$ cat src/rtl/pcpu_pkg.sv
// Shared definitions for the pseudo-CPU core: opcodes, FSM states and
// instruction field slicing helpers parameterised by register/PC widths.
package pcpu_pkg;

    localparam logic [2:0] OP_ADD = 3'd0;
    localparam logic [2:0] OP_SUB = 3'd1;
    localparam logic [2:0] OP_AND = 3'd2;
    localparam logic [2:0] OP_OR  = 3'd3;
    localparam logic [2:0] OP_XOR = 3'd4;
    localparam logic [2:0] OP_SHR = 3'd5;
    localparam logic [2:0] OP_BLT = 3'd6;
    localparam logic [2:0] OP_BEQ = 3'd7;

    typedef enum logic [1:0] {
        ST_IDLE = 2'd0,
        ST_RUN  = 2'd1,
        ST_DONE = 2'd2
    } state_e;

    // Layout MSB first: {opc[2:0], rd, ra, rb, tgt}; rw = register index width, mw = PC width.
    function automatic logic [2:0] insn_opc(input logic [63:0] insn, input int unsigned rw,
                                            input int unsigned mw);
        return 3'(insn >> (3 * rw + mw));
    endfunction

    function automatic logic [63:0] insn_rd(input logic [63:0] insn, input int unsigned rw,
                                            input int unsigned mw);
        return (insn >> (2 * rw + mw)) & ((64'd1 << rw) - 64'd1);
    endfunction

    function automatic logic [63:0] insn_ra(input logic [63:0] insn, input int unsigned rw,
                                            input int unsigned mw);
        return (insn >> (rw + mw)) & ((64'd1 << rw) - 64'd1);
    endfunction

    function automatic logic [63:0] insn_rb(input logic [63:0] insn, input int unsigned rw,
                                            input int unsigned mw);
        return (insn >> mw) & ((64'd1 << rw) - 64'd1);
    endfunction

    function automatic logic [63:0] insn_tgt(input logic [63:0] insn, input int unsigned mw);
        return insn & ((64'd1 << mw) - 64'd1);
    endfunction

endpackage

$ cat src/rtl/pcpu_alu.sv
// Combinational ALU for the pseudo-CPU: eight opcodes plus unsigned
// less-than and equality flags used by the branch instructions.
module pcpu_alu
    import pcpu_pkg::*;
#(
    parameter int unsigned P_WIDTH = 32
) (
    input  logic [2:0]         opc_i,
    input  logic [P_WIDTH-1:0] a_i,
    input  logic [P_WIDTH-1:0] b_i,
    output logic [P_WIDTH-1:0] result_o,
    output logic               lt_o,
    output logic               eq_o
);

    always_comb begin
        result_o = '0;
        case (opc_i)
            OP_ADD:  result_o = a_i + b_i;
            OP_SUB:  result_o = a_i - b_i;
            OP_AND:  result_o = a_i & b_i;
            OP_OR:   result_o = a_i | b_i;
            OP_XOR:  result_o = a_i ^ b_i;
            OP_SHR:  result_o = a_i >> 1;
            default: result_o = '0;
        endcase
    end

    assign lt_o = (a_i < b_i);
    assign eq_o = (a_i == b_i);

endmodule

$ cat src/rtl/pcpu_core.sv
// Pseudo-CPU core: register file, writable program memory, PC, run FSM and
// watchdog. r0/r1 are loaded from the arguments; the result is r0 at HALT.
module pcpu_core
    import pcpu_pkg::*;
#(
    parameter int unsigned P_WIDTH       = 32,
    parameter int unsigned P_NUM_REGS    = 4,
    parameter int unsigned P_LOG_MEMSIZE = 4,
    parameter int unsigned P_MAX_STEPS   = 255
) (
    input  logic                                                  clk,
    input  logic                                                  rst,
    input  logic                                                  en,
    input  logic                                                  pm_we,
    input  logic [P_LOG_MEMSIZE-1:0]                              pm_addr,
    input  logic [3+3*$clog2(P_NUM_REGS)+P_LOG_MEMSIZE-1:0]       pm_wdata,
    input  logic                                                  start,
    input  logic [P_WIDTH-1:0]                                    arg_a,
    input  logic [P_WIDTH-1:0]                                    arg_b,
    output logic                                                  busy,
    output logic                                                  done,
    output logic                                                  err,
    output logic [P_WIDTH-1:0]                                    res
);

    localparam int unsigned RW = $clog2(P_NUM_REGS);
    localparam int unsigned IW = 3 + 3 * RW + P_LOG_MEMSIZE;

    state_e                   state_q, state_d;
    logic [P_WIDTH-1:0]       regs_q [P_NUM_REGS];
    logic [IW-1:0]            pm_q   [2**P_LOG_MEMSIZE];
    logic [P_LOG_MEMSIZE-1:0] pc_q;
    logic [31:0]              steps_q;
    logic                     err_q;
    logic [P_WIDTH-1:0]       res_q;

    logic [IW-1:0]            insn;
    logic [2:0]               opc;
    logic [RW-1:0]            rd, ra, rb;
    logic [P_LOG_MEMSIZE-1:0] tgt;
    logic [P_WIDTH-1:0]       alu_res;
    logic                     alu_lt, alu_eq;
    logic                     is_branch, taken, halt, wd_hit;

    assign insn = pm_q[pc_q];
    assign opc  = insn_opc(64'(insn), RW, P_LOG_MEMSIZE);
    assign rd   = RW'(insn_rd(64'(insn), RW, P_LOG_MEMSIZE));
    assign ra   = RW'(insn_ra(64'(insn), RW, P_LOG_MEMSIZE));
    assign rb   = RW'(insn_rb(64'(insn), RW, P_LOG_MEMSIZE));
    assign tgt  = P_LOG_MEMSIZE'(insn_tgt(64'(insn), P_LOG_MEMSIZE));

    pcpu_alu #(
        .P_WIDTH(P_WIDTH)
    ) u_alu (
        .opc_i   (opc),
        .a_i     (regs_q[ra]),
        .b_i     (regs_q[rb]),
        .result_o(alu_res),
        .lt_o    (alu_lt),
        .eq_o    (alu_eq)
    );

    assign is_branch = (opc == OP_BLT) || (opc == OP_BEQ);
    assign taken     = ((opc == OP_BLT) && alu_lt) || ((opc == OP_BEQ) && alu_eq);
    // A taken self-branch is the HALT idiom; it outranks the watchdog.
    assign halt      = (opc == OP_BEQ) && alu_eq && (tgt == pc_q);
    assign wd_hit    = (P_MAX_STEPS != 0) && (steps_q == 32'(P_MAX_STEPS));

    always_ff @(posedge clk or posedge rst) begin
        if (rst) begin
            state_q <= ST_IDLE;
        end else if (en) begin
            state_q <= state_d;
        end
    end

    always_comb begin
        state_d = state_q;
        case (state_q)
            ST_IDLE: if (start) state_d = ST_RUN;
            ST_RUN:  if (halt || wd_hit) state_d = ST_DONE;
            ST_DONE: state_d = ST_IDLE;
            default: state_d = ST_IDLE;
        endcase
    end

    always_comb begin
        busy = (state_q == ST_RUN);
        done = en && (state_q == ST_DONE);
    end

    always_ff @(posedge clk or posedge rst) begin
        if (rst) begin
            regs_q  <= '{default: '0};
            pc_q    <= '0;
            steps_q <= '0;
            err_q   <= 1'b0;
            res_q   <= '0;
        end else if (en) begin
            case (state_q)
                ST_IDLE: begin
                    if (start) begin
                        for (int unsigned i = 0; i < P_NUM_REGS; i++) begin
                            regs_q[RW'(i)] <= (i == 0) ? arg_a : (i == 1) ? arg_b : '0;
                        end
                        pc_q    <= '0;
                        steps_q <= '0;
                        err_q   <= 1'b0;
                        res_q   <= '0;
                    end
                end
                ST_RUN: begin
                    if (halt) begin
                        res_q <= regs_q[0];
                    end else if (wd_hit) begin
                        err_q <= 1'b1;
                        res_q <= regs_q[0];
                    end else begin
                        steps_q <= steps_q + 32'd1;
                        if (is_branch) begin
                            pc_q <= taken ? tgt : pc_q + 1'b1;
                        end else begin
                            regs_q[rd] <= alu_res;
                            pc_q       <= pc_q + 1'b1;
                        end
                    end
                end
                default: ;
            endcase
        end
    end

    always_ff @(posedge clk) begin
        if (en && pm_we && (state_q == ST_IDLE)) begin
            pm_q[pm_addr] <= pm_wdata;
        end
    end

    assign err = err_q;
    assign res = res_q;

endmodule

$ cat config.mk
export PLATFORM = sky130hd
export DESIGN_NAME = pcpu_core
export DESIGN_NICKNAME = d
export VERILOG_FILES = /design/src/rtl/pcpu_pkg.sv /design/src/rtl/pcpu_alu.sv /design/src/rtl/pcpu_core.sv
export SDC_FILE = /design/constraint.sdc
export NUM_CORES = 1
export LEC_CHECK = 0
export CAP_MARGIN = 5
export CELL_PAD_IN_SITES_DETAIL_PLACEMENT = 0
export CELL_PAD_IN_SITES_GLOBAL_PLACEMENT = 1
export CORE_MARGIN = 4
export CORE_UTILIZATION = 44
export DETAILED_ROUTE_END_ITERATION = 10
export PLACE_DENSITY_LB_ADDON = 0.1
export SYNTH_ARGS = -nofsm -noshare
export SYNTH_HDL_FRONTEND = slang
export SYNTH_SLANG_ARGS = --single-unit
$ cat constraint.sdc
create_clock -name clk -period 6.1 [get_ports clk]
set_input_delay 0.915 -clock clk [delete_from_list [all_inputs] [get_ports clk]]
set_output_delay 0.915 -clock clk [all_outputs]
set_load 0.03 [all_outputs]
==> results summary <==
The flow ran to the end, and the final reports show no timing, DRC or antenna violations. TritonCTS built the clock tree. Once detail routing completed, the nets flagged for antenna violations numbered 0. The worst slack at placement is 23.1 ps. The die is roughly 240 um wide.

The area added between synthesis and finish is 19.2%. The share of synthesized area in the top cell type comes to 0.261. The total overflow left after global routing is 0.

The number of cells produced by synthesis is approximately 2.3k. The footprint of the multi-input gates came out at about 12000 um2. Buffers placed on the I/O ports in this run total between 100 and 150. For this design, the slowest cell found on the critical path is sky130_fd_sc_hd__mux4_2. Dividing the detail-routed wire length by the instance count gives 24.5 um. The detailed-routing iteration count for the pre-antenna-repair pass is 5. The clock sink count came out at between 400 and 500.

The highest cell delay on the worst timing path came out at ~700 ps. The netlist area before placement came out at 23900 um2. Clock-pin slew was measured on the worst setup and hold paths at around 60 ps. The netlist uses 91 different library cells. The floorplan row count is between 80 and 90. The data arrival at the endpoint of the critical path came out at 6290 ps. The number of max-slew violations in the final report is 0. Pin placement for this block handled roughly 120 I/O pins.

Entering global routing, the biggest net connects ~120 pins. The number of buffers on the longest clock path is 3. The origin of the critical flop-to-flop path is pc_q[0]. The worst setup path is of the reg2reg kind. The full die area came out at between 50000 and 60000 um2. The floorplan step set the die height to roughly 240 um. The number of global-route vias before repair was 19.3k. The maximum level of the CTS H-tree came out at 2. Setup slack on the critical path of the routed design comes to about 230 ps.

The worst-case clock skew came out at about 38 ps. After synthesis the netlist holds a flip-flop and latch count of roughly 400. The routed layout has about 19k vias.

Data on the critical path is required at its endpoint by about 6500 ps. The average footprint of a synthesized cell is 10.5 um2. The critical path launch point type is a register. In this run the worst setup path begins at pc_q[0].

In the layout the commonest cells are 277 x sky130_fd_sc_hd__nor2_1, 208 x sky130_fd_sc_hd__edfxtp_1, 196 x sky130_fd_sc_hd__dfrtp_1, 179 x sky130_fd_sc_hd__a21oi_1, 145 x sky130_fd_sc_hd__buf_4. The hold path startpoint is res[12]. For this run, the post-layout net count is between 2k and 3k. Counting flops with a built-in enable in the synthesized netlist gives 208.

The cell count after placement is roughly 3.1k. The proportion of register bits with asynchronous set or reset after synthesis came out at 0.489. Setup violations remaining at the end of the flow were counted as 0.

The worst hold-check slack came out at 502 ps. After synthesis, the cell types taking the most area are sky130_fd_sc_hd__edfxtp_1 26%, sky130_fd_sc_hd__dfrtp_1 21%, sky130_fd_sc_hd__mux4_2 5.5%. The share of layout cells above drive strength 1 is 0.160. Leaving out fill and tap cells, the most frequent cell in the layout is sky130_fd_sc_hd__nor2_1.

The total half-perimeter wirelength after legalization and detailed placement is 56800 um. The root buffer cell chosen for the clock tree is sky130_fd_sc_hd__clkbuf_16. In the finished design, the share of the clock period the worst path needs comes to 0.962.

The via density per instance is a little under 6. After floorplanning, the core was sized to cover approximately 54000 um2. The biggest area contributor in the post-synthesis netlist is sky130_fd_sc_hd__edfxtp_1. For this run, the leading register cell type out of synthesis is sky130_fd_sc_hd__edfxtp_1. The first global-routing pass estimated around 120000 um of wire. The worst-margin pin slew is ~1100 ps. Along the worst path, the maximum fanout reaches 19.

The worst hold path belongs to the class reg2reg. The clock buffer count from CTS came out at between 40 and 50. The starting utilization of the core area came out at 0.445.

The kind of end point of the critical path is a register. The global-route total usage across every layer came out at 0.268. The last weighted congestion value of the routability-driven placer came out at 0.925. Traced cell by cell, the critical path runs through buf_12 > mux4_1 > mux4_2 > nor2_1 > or2_2 > ha_1 > a211oi_1 > o21ai_0 > a211o_1 > o2bb2ai_1 > buf_4 > a211o_1 > a21oi_1 > nor3_1 > nor3_1 > o211ai_1 > a22oi_1 > a21oi_1. The total number of yosys warnings is 0.

The first routing iteration left 1347 violations. The post-cts hold buffer count came out at 0. The number of hold violations in the final report is 0. The number of filler instances in the final layout is approximately 4.7k. The number of antenna violations at the first check in global routing is 6.

The headroom to the max-slew limit is 0.271. The final critical delay including setup and external delays came out at roughly 5900 ps. Summed over all layers, the routed wires come to 78200 um. The non-filler instance count after layout came out at around 3.2k. The share of the Yosys chip area taken by registers is 0.469. In the routed design, unresolved DRC markers number 0.

The max-cap violation count is 0. The area occupied by registers is 11200 um2. The number of nets produced by synthesis came out at approximately 2.5k.

The peak clock frequency supported by timing is 170 MHz. The clock latency of the later-clocked register in the worst-skew pair is about 600 ps.
-- layer usage --
metal	routed length, um	track usage	vias to the layer above	share of wire
met4	3840	0.128	2	0.049
li1	-	-	8735	-
met5	20	0	-	0.00026
met1	30400	0.322	9601	0.39
met2	40600	0.483	499	0.52
met3	3370	0.0320	167	0.043
-- through the flow --
stage | area [um2] | util | TNS, ps
after floorplan | 23900 | - | 0
after global placement | 26900 | 0.499 | 0
after detailed placement | 26900 | 0.499 | 0
after CTS | 28500 | 0.529 | 0
after global routing | 28500 | 0.530 | -16.7
final | 28500 | 0.530 | 0
-- repair_timing --
item | CTS | global route
pin swaps | 0 | 2
endpoints found under the setup margin | 5 | 68
setup buffers | 0 | 1
resized for setup | 1 | 14
-- flip-flops by register name, summed over array words and instances (netlist names) --
name and count:
pc_q 4, state_q 2, err 1, steps_q 32
regs_q 128, res 32, pm_q 208
-- critical path, delay by kind of cell, from the launching register on --
family / cells / cell delay, ps
AO/OA/AOI/OAI: 9 / 2530
multiplexers: 2 / 1320
AND/OR/NAND/NOR: 4 / 600
buffers and inverters: 2 / 450
flip-flops: 1 / 420
adder cells (fa/ha/maj): 1 / 320
-- cell type report --
type | count | share of cell area
Timing Repair Buffer | 279 | 0.0900
Sequential cell | 407 | 0.393
Clock inverter | 23 | 0.0137
Clock buffer | 58 | 0.0419
Antenna cell | 5 | 0.000438
Inverter | 101 | 0.0135
Multi-Input combinational cell | 1618 | 0.416
Tap cell | 696 | 0.0305
-- worst paths after layout --
path,slack [ps],to,cells after the start
setup reg to reg,230,regs_q[123],18
hold / removal,500,res[12],1
min in group asynchronous,840,res[3],2
setup / recovery,230,regs_q[123],18
hold reg to reg,500,res[12],1
max in group asynchronous,4110,pc_q[0],3
-- cell families after synthesis --
group / synth area share
xor gates and xnor gates: 0.0161
buffers and inverters: 0.0425
DFF: 0.469
and+or+nand+nor: 0.125
muxes: 0.119
AOI/OAI and AO/OA: 0.173
adders and majority gates: 0.0555
-- cells in the mapped netlist (all sizes together), types with 48 or more instances --
cell,instances
mux2i,134
a22o,72
a21oi,186
mux4,59
dfrtp,199
nor2,283
ha,103
a22oi,48
clkbuf,84
nand2,140
edfxtp,208
o21ai,107
inv,99
buf,62
Power is left out: the tool's default activity adds up to more than one toggle a clock period on the data nets, which glitch-free logic cannot reach.
